[config.mk]
export PLATFORM = sky130hd
export DESIGN_NAME = hdmi_rx_lock_ctrl
export DESIGN_NICKNAME = d
export VERILOG_FILES = /design/src/rtl/hdmi_rx_lock_ctrl.sv
export SDC_FILE = /design/constraint.sdc
export NUM_CORES = 1
export LEC_CHECK = 0
export CAP_MARGIN = 20
export CORE_MARGIN = 10
export CORE_UTILIZATION = 47
export DETAILED_ROUTE_END_ITERATION = 16
export PLACE_DENSITY = 0.67
export SLEW_MARGIN = 20
export SYNTH_ARGS = -nofsm -noshare
export SYNTH_HDL_FRONTEND = slang
export SYNTH_SLANG_ARGS = --single-unit
export TNS_END_PERCENT = 20
[constraint.sdc]
create_clock -name hdmi_rx_clk -period 5.7 [get_ports hdmi_rx_clk]
set_input_delay 1.14 -clock hdmi_rx_clk [delete_from_list [all_inputs] [get_ports hdmi_rx_clk]]
set_output_delay 1.14 -clock hdmi_rx_clk [all_outputs]
set_load 0.005 [all_outputs]
[src/rtl/hdmi_rx_lock_ctrl.sv]
// Video-timing lock controller for the HDMI RX->TX passthrough path.
// Measures line/frame geometry from the DE/HS/VS stream, declares lock after
// STABLE_FRAMES identical frames, and requests a receiver resync on loss.
module hdmi_rx_lock_ctrl #(
  parameter int CNT_W         = 12,
  parameter int STABLE_FRAMES = 3,
  parameter int TIMEOUT_CYC   = 2_000_000,
  parameter int TO_W          = 22,
  parameter int RST_CYC       = 16
) (
  input  logic             hdmi_rx_clk,
  input  logic             rst,
  input  logic             hdmi_rx_de,
  input  logic             hdmi_rx_vs,
  input  logic             hdmi_rx_hs,
  output logic             video_locked,
  output logic             tx_en,
  output logic             lock_lost,
  output logic             rx_rst,
  output logic [CNT_W-1:0] h_total,
  output logic [CNT_W-1:0] h_active,
  output logic [CNT_W-1:0] v_total,
  output logic [CNT_W-1:0] v_active
);

  localparam int MW = $clog2(STABLE_FRAMES) + 1;
  localparam int RW = $clog2(RST_CYC) + 1;

  typedef enum logic [1:0] {S_SEARCH, S_MEASURE, S_LOCKED, S_LOST} state_e;

  typedef struct packed {
    logic [CNT_W-1:0] ht;
    logic [CNT_W-1:0] ha;
    logic [CNT_W-1:0] vt;
    logic [CNT_W-1:0] va;
  } timing_t;

  function automatic logic [CNT_W-1:0] sat_inc(input logic [CNT_W-1:0] v);
    return (&v) ? v : v + 1'b1;
  endfunction

  logic [1:0]       rst_pipe_q;
  logic             rst_int;
  logic             de_r_q, hs_r_q, vs_r_q, hs_d1_q, vs_d1_q;
  logic             hs_edge, vs_edge;
  logic [CNT_W-1:0] pix_cnt_q, de_cnt_q, line_cnt_q, act_cnt_q, h_last_q, ha_last_q;
  logic [CNT_W-1:0] de_tot;
  logic             line_has_de;
  logic [TO_W-1:0]  to_cnt_q;
  logic             timeout;
  timing_t          cand, prev_q, prev_d, out_q, out_d;
  logic             cand_valid, frame_ok;
  logic [MW-1:0]    match_q, match_d;
  logic [RW-1:0]    rst_cnt_q, rst_cnt_d;
  state_e           state_q, state_d;

  // Reset pipeline: asserts with rst immediately, releases two clock edges later.
  always_ff @(posedge hdmi_rx_clk or posedge rst) begin
    if (rst) rst_pipe_q <= 2'b11;
    else     rst_pipe_q <= {rst_pipe_q[0], 1'b0};
  end
  assign rst_int = rst_pipe_q[1];

  // Register the video controls once and keep a delayed copy for edge detection.
  always_ff @(posedge hdmi_rx_clk or posedge rst_int) begin
    if (rst_int) begin
      {de_r_q, hs_r_q, vs_r_q, hs_d1_q, vs_d1_q} <= '0;
    end else begin
      // NOTE: sequential state uses non-blocking assignments so every flop samples pre-edge values.
      de_r_q  <= hdmi_rx_de;
      hs_r_q  <= hdmi_rx_hs;
      vs_r_q  <= hdmi_rx_vs;
      hs_d1_q <= hs_r_q;
      vs_d1_q <= vs_r_q;
    end
  end

  assign hs_edge     = hs_r_q & ~hs_d1_q;
  assign vs_edge     = vs_r_q & ~vs_d1_q;
  assign de_tot      = de_r_q ? sat_inc(de_cnt_q) : de_cnt_q;
  assign line_has_de = (de_tot != '0);
  assign timeout     = (to_cnt_q == TO_W'(TIMEOUT_CYC));

  // A line closing on the same cycle as VS belongs to the frame that VS closes.
  assign cand.ht = hs_edge ? pix_cnt_q : h_last_q;
  assign cand.ha = (hs_edge && line_has_de) ? de_tot : ha_last_q;
  assign cand.vt = hs_edge ? sat_inc(line_cnt_q) : line_cnt_q;
  assign cand.va = (hs_edge && line_has_de) ? sat_inc(act_cnt_q) : act_cnt_q;

  assign cand_valid = (cand.ht != '0) && !(&cand.ht) && (cand.ha != '0) && !(&cand.ha) &&
                      (cand.vt != '0) && !(&cand.vt) && (cand.va != '0) && !(&cand.va);
  assign frame_ok   = cand_valid && (cand == prev_q);

  // Line/frame measurement counters and the VS watchdog.
  always_ff @(posedge hdmi_rx_clk or posedge rst_int) begin
    if (rst_int) begin
      pix_cnt_q  <= '0;
      de_cnt_q   <= '0;
      line_cnt_q <= '0;
      act_cnt_q  <= '0;
      h_last_q   <= '0;
      ha_last_q  <= '0;
      to_cnt_q   <= '0;
    end else begin
      pix_cnt_q <= hs_edge ? CNT_W'(1) : sat_inc(pix_cnt_q);
      de_cnt_q  <= hs_edge ? '0 : de_tot;
      if (vs_edge) begin
        line_cnt_q <= '0;
        act_cnt_q  <= '0;
        h_last_q   <= '0;
        ha_last_q  <= '0;
      end else if (hs_edge) begin
        line_cnt_q <= sat_inc(line_cnt_q);
        h_last_q   <= pix_cnt_q;
        if (line_has_de) begin
          act_cnt_q <= sat_inc(act_cnt_q);
          ha_last_q <= de_tot;
        end
      end
      if (vs_edge)      to_cnt_q <= TO_W'(1);
      else if (!timeout) to_cnt_q <= to_cnt_q + 1'b1;
    end
  end

  // FSM and frame-compare state register.
  always_ff @(posedge hdmi_rx_clk or posedge rst_int) begin
    if (rst_int) begin
      state_q   <= S_SEARCH;
      match_q   <= '0;
      rst_cnt_q <= '0;
      prev_q    <= '0;
      out_q     <= '0;
    end else begin
      state_q   <= state_d;
      match_q   <= match_d;
      rst_cnt_q <= rst_cnt_d;
      prev_q    <= prev_d;
      out_q     <= out_d;
    end
  end

  // Next-state, frame comparison and status outputs.
  always_comb begin
    // NOTE: every combinational output gets a default first so no path infers a latch.
    state_d      = state_q;
    match_d      = match_q;
    rst_cnt_d    = rst_cnt_q;
    prev_d       = prev_q;
    out_d        = out_q;
    video_locked = 1'b0;
    lock_lost    = 1'b0;
    rx_rst       = 1'b0;
    unique case (state_q)
      S_SEARCH: begin
        if (vs_edge) begin
          state_d = S_MEASURE;
          match_d = '0;
          prev_d  = '0;
        end
      end
      S_MEASURE: begin
        if (timeout) begin
          state_d = S_SEARCH;
          match_d = '0;
        end else if (vs_edge) begin
          prev_d = cand;
          if (!frame_ok) begin
            match_d = '0;
          end else if (match_q == MW'(STABLE_FRAMES - 2)) begin
            match_d = MW'(STABLE_FRAMES - 1);
            state_d = S_LOCKED;
            out_d   = cand;
          end else begin
            match_d = match_q + 1'b1;
          end
        end
      end
      S_LOCKED: begin
        video_locked = 1'b1;
        if (timeout || (vs_edge && !frame_ok)) begin
          state_d   = S_LOST;
          rst_cnt_d = '0;
          out_d     = '0;
        end else if (vs_edge) begin
          prev_d = cand;
        end
      end
      S_LOST: begin
        rx_rst    = 1'b1;
        lock_lost = (rst_cnt_q == '0);
        if (rst_cnt_q == RW'(RST_CYC - 1)) begin
          state_d   = S_SEARCH;
          match_d   = '0;
          rst_cnt_d = '0;
          out_d     = '0;
        end else begin
          rst_cnt_d = rst_cnt_q + 1'b1;
        end
      end
      default: state_d = S_SEARCH;
    endcase
  end

  assign tx_en    = video_locked;
  assign h_total  = out_q.ht;
  assign h_active = out_q.ha;
  assign v_total  = out_q.vt;
  assign v_active = out_q.va;

endmodule

==> impl_metrics.json, run 1 <==
{
  "status": "finished, final reports clean",
  "path_clk_slew_ps": 60,
  "std_cell_rows": 58,
  "critPathKind": "reg -> reg",
  "dieWidth_um": 180,
  "synth.distinct_cells": 87,
  "synth_ff_type": "dfrtp_1",
  "critPathLaunchType": "flop",
  "period_minus_slack_ps": 5330,
  "final_nets": 1331,
  "ys_seq_area_frac": 0.430,
  "layout_common_cells": "228 x nor2_1, 205 x dfrtp_1, 61 x mux2_2",
  "syn_nets": 1292,
  "synthArstFlopShare": 1.00,
  "hpwl_um": 23200,
  "place.gp.congestion": 1.06,
  "first_global_vias": 9630,
  "grt_antenna_before_repair": 0,
  "p_leak_nw": 6.08,
  "rsz0062_at_grt": "no",
  "synth_cells": 1272,
  "core_area_sq_mm": 0.0252,
  "vdd_drop_max_mv": 0.225,
  "grt_pass1_wl_um": 53300,
  "synth.avg_cell_area_sq_um": 9.47,
  "cts_tree": "yes",
  "initial_core_util": 0.478,
  "cp.arrival_ps": 5730,
  "grtUsageTotal": 0.195,
  "drv_cap": 0,
  "hp-class": "reg -> reg",
  "ys.warnings.count": 0,
  "worst_setup_path_end_kind": "flop",
  "cp_max_fo": 21,
  "whs_ps": 355,
  "wl_per_cell_um": 20.0,
  "tns_ps": 0,
  "synth_edf_count": 0,
  "setup-violations-final": 0,
  "diodes": 0,
  "antenna_left": 0,
  "max_freq_mhz": 188,
  "mostFrequentLayoutCell": "nor2_1",
  "clk-insertion-delay-late_ps": 520,
  "slew_headroom": 0.308,
  "die-area_sq_mm": 0.0324,
  "wl_um": 33100,
  "period_share": 0.935,
  "area_delta_synth_final_pct": 14.6,
  "grt-ovfl-total": 0,
  "io_pins": 57,
  "fin_skew_ps": 9.16,
  "hold_viol": 0,
  "viasPerCell": 5.99,
  "hold_buffers": 0,
  "power_density_mw_per_mm2": 349,
  "final_cell_count_no_fill": 1658,
  "dp.cells": 1615,
  "cts.sinks": 207,
  "cts_buffers": 24,
  "die_height_um": 180,
  "clockBufferDepth": 3,
  "drive_gt1_frac": 0.128,
  "ys_seq_elements": 207,
  "portBuffers": 56,
  "drc_errors": 0,
  "vias": 9938,
  "syn-cell-area_sq_mm": 0.0120,
  "final.setup.worst_slack_ps": 372,
  "drv_slew": 0,
  "cts_root_buf": "clkbuf_16",
  "tightestPinTransition_ps": 1040,
  "place_ws_ps": 268,
  "drt_iter0_markers": 981,
  "grt_max_degree": 175,
  "dr.pass1.iters": 5,
  "cts_max_level": 1,
  "required_ps": 6100
}
[report_power, final]
part	switching, mW	total (mW)	leakage (nW)	internal [mW]
registers	0.186	1.82	2.82	1.63
logic	0.830	1.44	2.86	0.609
clock network	0.622	1.56	0.397	0.935
[Yosys cell counts, drive strengths merged, types with 5 or more instances]
library cell  instances  share of area
nor4                 30          0.016
a41oi                 5         0.0036
nand4                29          0.016
o32ai                 5         0.0036
o31ai                11         0.0088
a21oi                38          0.016
and2                 16         0.0083
nor3                 32          0.013
or2                  12         0.0062
buf                  16         0.0097
dfrtp               205           0.43
o2111ai               6         0.0058
a211oi                5         0.0035
o21ai                38          0.016
or3                  14         0.0073
clkbuf               54          0.017
mux2i                26          0.023
nor2b                13         0.0068
and3                 14         0.0073
nand2b               17         0.0088
a31oi                20          0.010
ha                   15          0.016
or4                   6         0.0041
nand2                56          0.017
a211o                 5         0.0036
nand3                43          0.018
xor2                 35          0.026
nor4b                 6         0.0044
inv                  40          0.012
xnor2                28          0.020
a2111oi               9         0.0065
and4                  7         0.0051
nor2                228          0.071
o21a                  8         0.0050
mux2                 97          0.091
[final timing paths]
| kind | cells after the start | slack, ps | to | start |
|---|---|---|---|---|
| max in group asynchronous | 2 | 3890 | prev_q[43] | rst_pipe_q[1] |
| min in group asynchronous | 1 | 380 | v_active[3] | rst_pipe_q[1] |
| worst min register to register | 0 | 350 | rst_pipe_q[1] | rst_pipe_q[0] |
| worst max register to register | 14 | 370 | h_total[2] | de_cnt_q[0] |
| worst max-delay path | 14 | 370 | h_total[2] | de_cnt_q[0] |
| worst min-delay path | 0 | 350 | rst_pipe_q[1] | rst_pipe_q[0] |
[sequential cells by signal, indices dropped and copies added, names as in the netlist, 2 cells and up, named ones only]
signal,cells
prev_q,48
to_cnt_q,22
act_cnt_q,12
de_cnt_q,12
h_active,12
h_last_q,12
h_total,12
ha_last_q,12
line_cnt_q,12
pix_cnt_q,12
v_active,12
v_total,12
rst_cnt_q,5
match_q,3
rst_pipe_q,2
[kinds of logic (layout without fill, tap and decap cells)]
kind of cell | count (synthesis) | after routing | share of synthesized area
flops | 207 | 207 | 0.430
simple gates | 544 | 544 | 0.225
other cells | 1 | 1 | 0.000311
fa+ha+maj | 15 | 15 | 0.0156
xor+xnor | 65 | 65 | 0.0503
compound gates | 207 | 207 | 0.126
mux | 123 | 123 | 0.113
buf+inv | 110 | 166 | 0.0390
[area by class of cell]
class | count | area, sq um
Clock buffer | 36 | 737
Clock inverter | 7 | 66.3
Fill cell | 2264 | 11400
Inverter | 40 | 154
Multi-Input combinational cell | 955 | 6440
Sequential cell | 207 | 5180
Tap cell | 330 | 413
Timing Repair Buffer | 83 | 813
[through the flow]
step                      cell area [sq um]   util  power, mW
after floorplan                       12000      -       2.79
after global placement                13000  0.516       3.24
after detailed placement              13000  0.516       3.26
after CTS                             13800  0.547       4.83
after global routing                  13800  0.548       5.06
final                                 13800  0.548       4.81
[metal layers]
layer,part of all wire,vias to the layer above,global-route usage
met1,0.46,4912,0.271
met4,0.030,0,0.0617
met3,0.060,63,0.0341
li1,-,4656,-
met2,0.45,307,0.304
met5,0,-,0
[timing repair]
item                                   4_1_cts  5_1_grt
endpoints found under the hold margin        0        0
gates resized for setup                      0        4
setup buffers                                0        0
setup endpoints to repair                    0       91
[critical path, cell delays in order, from the launching register on]
cell,delay (ps)
dfrtp_1,490
ha_1,280
nand4_1,240
nor4_2,400
o22ai_1,280
or2_2,450
o31ai_4,430
nor3_1,150
or3_1,370
a2111oi_0,560
and4bb_2,390
a211oi_2,110
o31ai_4,310
buf_4,340
mux2_2,380
No activity file was read; power rests on OpenSTA's default activity.
==> run 2, diff against run 1 <==
--- a/config.mk
+++ b/config.mk
@@ -9,6 +9,7 @@
 export CORE_MARGIN = 10
 export CORE_UTILIZATION = 47
 export DETAILED_ROUTE_END_ITERATION = 16
+export MAX_ROUTING_LAYER = met4
 export PLACE_DENSITY = 0.67
 export SLEW_MARGIN = 20
 export SYNTH_ARGS = -nofsm -noshare
==> run 2 against run 1 <==
  * Non-clock buffer count up 6
  * Maximum frequency down 1.4%
  * First-iteration DRC count down 3.6%
  * Register-to-register slack worse by 80 ps
  * Combinational power about the same
  * Sequential power about the same
  * Die area unchanged
  * Setup slack worse by 77 ps
  * Critical endpoint is now h_total[6]
==> impl_metrics.json, run 2 (synthesis gave the netlist of run 1 again) <==
{
  "period_share": 0.948,
  "viasPerCell": 6.00,
  "post-cts-setup-buffers": 0,
  "wl_um": 33200,
  "diodes": 0,
  "mostFrequentLayoutCell": "nor2_1",
  "period_minus_slack_ps": 5410,
  "worst_setup_path_end_kind": "flop",
  "drc_errors": 0,
  "io_pins": 57,
  "p_int_mw": 3.32,
  "switching_share": 0.328,
  "p_comb_frac": 0.292,
  "antenna_left": 0,
  "pwr-share-clk": 0.340,
  "final_cell_count_no_fill": 1665,
  "first_global_vias": 9782,
  "portBuffers": 56,
  "power_density_mw_per_mm2": 354,
  "die-area_sq_mm": 0.0324,
  "cp.buffers_inverters": 2,
  "cts_max_level": 1,
  "cts_tree": "yes",
  "drv_slew": 0,
  "area_delta_synth_final_pct": 15.5,
  "tightestPinTransition_ps": 1110,
  "drv_cap": 0,
  "wl_per_cell_um": 19.9,
  "hp-class": "reg -> reg",
  "cp.arrival_ps": 5800,
  "grt-ovfl-total": 0,
  "final_nets": 1337,
  "power.total_mw": 4.93,
  "hpwl_um": 23400,
  "grt_pass1_wl_um": 54300,
  "path_cells": "ha_1 > nand4_1 > nor4_1 > or2_2 > o2111ai_4 > o31ai_2 > buf_4 > a21boi_0 > nor4_1 > and4bb_2 > and3_1 > o31ai_4 > buf_4 > mux2_2",
  "hold_buffers": 0,
  "critPathKind": "reg -> reg",
  "die_height_um": 180,
  "clockBufferDepth": 3,
  "drt_iter0_markers": 946,
  "core_area_sq_mm": 0.0252,
  "critPathLaunchType": "flop",
  "p_switching_mw": 1.62,
  "cp_max_fo": 21,
  "std_cell_rows": 58,
  "crit_cells": 14,
  "vias": 9990,
  "setup-violations-final": 0,
  "slowest_stage": "o31ai_2",
  "drive_gt1_frac": 0.130,
  "r2r_cells": 14,
  "grt_antenna_before_repair": 0,
  "cts_buffers": 24,
  "required_ps": 6100,
  "post_cts.resized_instances": 0,
  "grt_max_degree": 174,
  "path_delay_family": "simple AND/OR/NAND/NOR gates",
  "dp.cells": 1620,
  "place.gp.congestion": 0.976,
  "multi_input_area_sq_mm": 0.00642,
  "cts.sinks": 207,
  "path_clk_slew_ps": 60,
  "slew_headroom": 0.241,
  "fin_skew_ps": 12.2,
  "cpPeakStageDelay_ps": 650,
  "top_regs": "prev_q: 48 flops, to_cnt_q: 22 flops",
  "cts_root_buf": "clkbuf_16",
  "largest_register_ffs": 48,
  "final.fill_count": 2201,
  "rsz0062_at_grt": "no",
  "dr.pass1.iters": 5,
  "clk-insertion-delay-late_ps": 520,
  "whs_ps": 355,
  "regArea_sq_mm": 0.00518,
  "top_register": "prev_q",
  "layout_common_cells": "228 x nor2_1, 205 x dfrtp_1, 61 x mux2_2",
  "grtUsageTotal": 0.204,
  "min_path_cells": 0,
  "max_freq_mhz": 185,
  "tns_ps": 0,
  "pwr-share-seq": 0.368,
  "initial_core_util": 0.478,
  "status": "finished, final reports clean",
  "dieWidth_um": 180,
  "p_leak_nw": 6.14,
  "hold_viol": 0,
  "vdd_drop_max_mv": 0.242
}
[run 2: cell types whose count changed in the layout (fill, tap and decap cells not counted), moves of 2 or more]
cell / change
bufinv_16: +2
buf_4: +6
clkbuf_8: +3
clkinv_2: -3
[run 2: layer usage]
layer / global-route usage / share of wire / routed length, um / vias to the layer above
met5: - / 0 / 0 / -
li1: - / - / - / 4668
met4: 0.0538 / 0.022 / 738 / 0
met1: 0.281 / 0.47 / 15600 / 4963
met2: 0.313 / 0.46 / 15200 / 309
met3: 0.0231 / 0.049 / 1610 / 50
[run 2: power groups by stage]
stage | sequential (mW) | clock (mW) | combinational (mW)
after floorplan | 1.77 | 0 | 1.02
after CTS | 1.81 | 1.72 | 1.44
after detailed placement | 1.83 | 0 | 1.43
final | 1.81 | 1.68 | 1.44
after global placement | 1.83 | 0 | 1.42
after global routing | 1.84 | 1.78 | 1.57
[run 2: worst register-to-register path, stage by stage, from the launching register on]
cell	delay, ps
dfrtp_1	480
ha_1	280
nand4_1	240
nor4_1	590
or2_2	290
o2111ai_4	210
o31ai_2	650
buf_4	270
a21boi_0	220
nor4_1	470
and4bb_2	350
and3_1	210
o31ai_4	280
buf_4	350
mux2_2	400
[run 2: final cells by class]
| cell class | count | share of cell area |
|---|---|---|
| Multi-Input combinational cell | 955 | 0.461 |
| Tap cell | 330 | 0.0297 |
| Sequential cell | 207 | 0.372 |
| Clock inverter | 5 | 0.00746 |
| Clock buffer | 39 | 0.0559 |
| Timing Repair Buffer | 89 | 0.0622 |
| Inverter | 40 | 0.0111 |
[run 2: worst paths after layout]
| kind | from | endpoint | slack, ps |
|---|---|---|---|
| min in group asynchronous | rst_pipe_q[1] | v_active[3] | 380 |
| worst max-delay path | de_cnt_q[0] | h_total[6] | 290 |
| worst min-delay path | rst_pipe_q[0] | rst_pipe_q[1] | 350 |
| worst min register to register | rst_pipe_q[0] | rst_pipe_q[1] | 350 |
| max in group asynchronous | rst_pipe_q[1] | de_cnt_q[5] | 3960 |
| worst max register to register | de_cnt_q[0] | h_total[6] | 290 |
[run 2: per-stage QoR]
step	utilization	cell area, sq um	setup WS (ps)
2_1_floorplan	-	12000	1350
3_3_place_gp	0.517	13000	612
3_5_place_dp	0.517	13000	485
4_1_cts	0.552	13900	449
5_1_grt	0.553	13900	10.5
6_report	0.553	13900	294
==> run 3, diff against run 2 <==
--- a/config.mk
+++ b/config.mk
@@ -6,11 +6,13 @@
 export NUM_CORES = 1
 export LEC_CHECK = 0
 export CAP_MARGIN = 20
-export CORE_MARGIN = 10
-export CORE_UTILIZATION = 47
+export CELL_PAD_IN_SITES_DETAIL_PLACEMENT = 1
+export CELL_PAD_IN_SITES_GLOBAL_PLACEMENT = 2
+export CORE_MARGIN = 4
+export CORE_UTILIZATION = 36
 export DETAILED_ROUTE_END_ITERATION = 16
 export MAX_ROUTING_LAYER = met4
-export PLACE_DENSITY = 0.67
+export PLACE_DENSITY_LB_ADDON = 0.1
 export SLEW_MARGIN = 20
 export SYNTH_ARGS = -nofsm -noshare
 export SYNTH_HDL_FRONTEND = slang
==> run 3 against run 2 <==
  * Critical path type unchanged
  * Via count is 0.84% lower
  * Sequential share of layout area is 0.59 points lower
  * Highest routed layer unchanged
  * Global-route usage is 0.99 points higher
  * Clock power is 5% higher
  * Register-to-register slack better by 160 ps
  * First-iteration DRC count is 41% lower
  * Maximum frequency is 3.0% higher
  * Setup slack better by 160 ps
  * Cell count is 7.3% higher
==> impl_metrics.json, run 3 (synthesis gave the netlist of run 1 again) <==
{
  "status": "finished, final reports clean",
  "area_delta_synth_final_pct": 17.4,
  "antenna_left": 0,
  "path_clk_slew_ps": 60,
  "top_register": "prev_q",
  "cts_root_buf": "clkbuf_16",
  "hp-class": "reg -> reg",
  "io_pins": 57,
  "drv_cap": 0,
  "p_leak_nw": 6.19,
  "regToRegEndpoint": "v_total[9]",
  "mostFrequentLayoutCell": "nor2_1",
  "r2r_cells": 14,
  "cts_buffers": 26,
  "cp.arrival_ps": 5680,
  "period_share": 0.921,
  "tns_ps": 0,
  "wl_met3_um": 1300,
  "drv_slew": 0,
  "cts.sinks": 207,
  "clk-insertion-delay-late_ps": 550,
  "hold_buffers": 0,
  "worst-r2r-setup-slack_ps": 450,
  "viasPerCell": 5.54,
  "first_global_vias": 10241,
  "wl_met1_um": 18900,
  "place.gp.congestion": 0.909,
  "initial_core_util": 0.367,
  "die-area_sq_mm": 0.0365,
  "final_nets": 1347,
  "grt_max_degree": 169,
  "critPathLaunchType": "flop",
  "std_cell_rows": 66,
  "portBuffers": 56,
  "crit_start": "de_cnt_q[0]",
  "wl_per_cell_um": 21.0,
  "slew_headroom": 0.328,
  "cts_max_level": 1,
  "critPathKind": "reg -> reg",
  "drc_errors": 0,
  "period_minus_slack_ps": 5250,
  "required_ps": 6130,
  "power.total_mw": 5.08,
  "clockBufferDepth": 3,
  "post-cts-setup-buffers": 0,
  "wl_um": 37500,
  "largest_register_ffs": 48,
  "drive_gt1_frac": 0.135,
  "post_cts.resized_instances": 0,
  "drt_iter0_markers": 555,
  "setup-violations-final": 0,
  "wl_met2_um": 16400,
  "layout_common_cells": "228 x nor2_1, 205 x dfrtp_1, 61 x mux2_2",
  "dr.pass1.iters": 5,
  "final.setup.worst_slack_ps": 450,
  "whs_ps": 357,
  "grt-ovfl-total": 0,
  "place_ws_ps": 455,
  "core_area_sq_mm": 0.0328,
  "crit_end": "v_total[9]",
  "grt_pass1_wl_um": 60600,
  "tightestPinTransition_ps": 1010,
  "cts_tree": "yes",
  "worst_setup_path_end_kind": "flop",
  "cp_max_fo": 22,
  "fin_skew_ps": 13.0,
  "power_density_mw_per_mm2": 359,
  "hold_viol": 0,
  "vdd_drop_max_mv": 0.366,
  "rsz0062_at_grt": "no",
  "dieWidth_um": 191,
  "hpwl_um": 26500,
  "top_layer": "met4",
  "timing.rr.start": "de_cnt_q[0]",
  "grt_antenna_before_repair": 1,
  "max_freq_mhz": 190,
  "grtUsageTotal": 0.213,
  "top_regs": "prev_q: 48 flops, to_cnt_q: 22 flops",
  "die_height_um": 191,
  "vias": 9906
}
[run 3: changes by cell type in the layout (fill, tap and decap cells not counted), moves of 2 or more]
cell and delta:
bufinv_16 +2, clkbuf_8 -8, clkinv_2 +4, buf_4 +8
[run 3: per-layer routing]
metal	up-vias	track usage
met5	-	-
met4	0	0.0508
met3	42	0.0252
met2	169	0.314
met1	5018	0.316
li1	4677	-
[run 3: report_power, final]
| group | total, mW | switching, mW | internal (mW) |
|---|---|---|---|
| sequential | 1.83 | 0.197 | 1.63 |
| combinational | 1.49 | 0.857 | 0.637 |
| clock | 1.76 | 0.668 | 1.09 |
[run 3: metrics by stage]
| stage | area (sq um) | cells | util |
|---|---|---|---|
| 2_1_floorplan | 12000 | 1272 | - |
| 3_3_place_gp | 13200 | 1741 | 0.403 |
| 3_5_place_dp | 13200 | 1741 | 0.403 |
| 4_1_cts | 14100 | 1786 | 0.431 |
| 5_1_grt | 14100 | 1787 | 0.431 |
| 6_report | 14100 | 1787 | 0.431 |
[run 3: layout make-up]
| cell class | count | area (sq um) |
|---|---|---|
| fillers | 3736 | 18600 |
| multi-input cells | 955 | 6420 |
| flip-flops and latches | 207 | 5180 |
| repair buffers | 97 | 918 |
| clock buffers | 33 | 697 |
| well taps | 442 | 553 |
| clock inverters | 12 | 214 |
| inverters | 40 | 154 |
| diodes | 1 | 2.50 |
[run 3: worst min-delay path by stage]
stage | startpoint | end | slack (ps) | depth (start not counted)
after floorplan | rst_pipe_q[0] | rst_pipe_q[1] | 350 | 0
after global placement | rst_pipe_q[0] | rst_pipe_q[1] | 350 | 0
after detailed placement | rst_pipe_q[0] | rst_pipe_q[1] | 350 | 0
after CTS | rst_pipe_q[0] | rst_pipe_q[1] | 360 | 0
after global routing | rst_pipe_q[0] | rst_pipe_q[1] | 370 | 0
final | rst_pipe_q[0] | rst_pipe_q[1] | 360 | 0
[run 3: worst max-delay path: stages (launching register included)]
cell	delay, ps
dfrtp_1	490
ha_1	280
and4_1	320
o2111ai_1	250
nor3_1	530
o2111ai_4	280
nor3_1	550
o31ai_1	200
a2111oi_0	570
a31oi_1	220
and4_1	290
and3_1	210
o31ai_4	330
buf_12	230
mux2_2	360
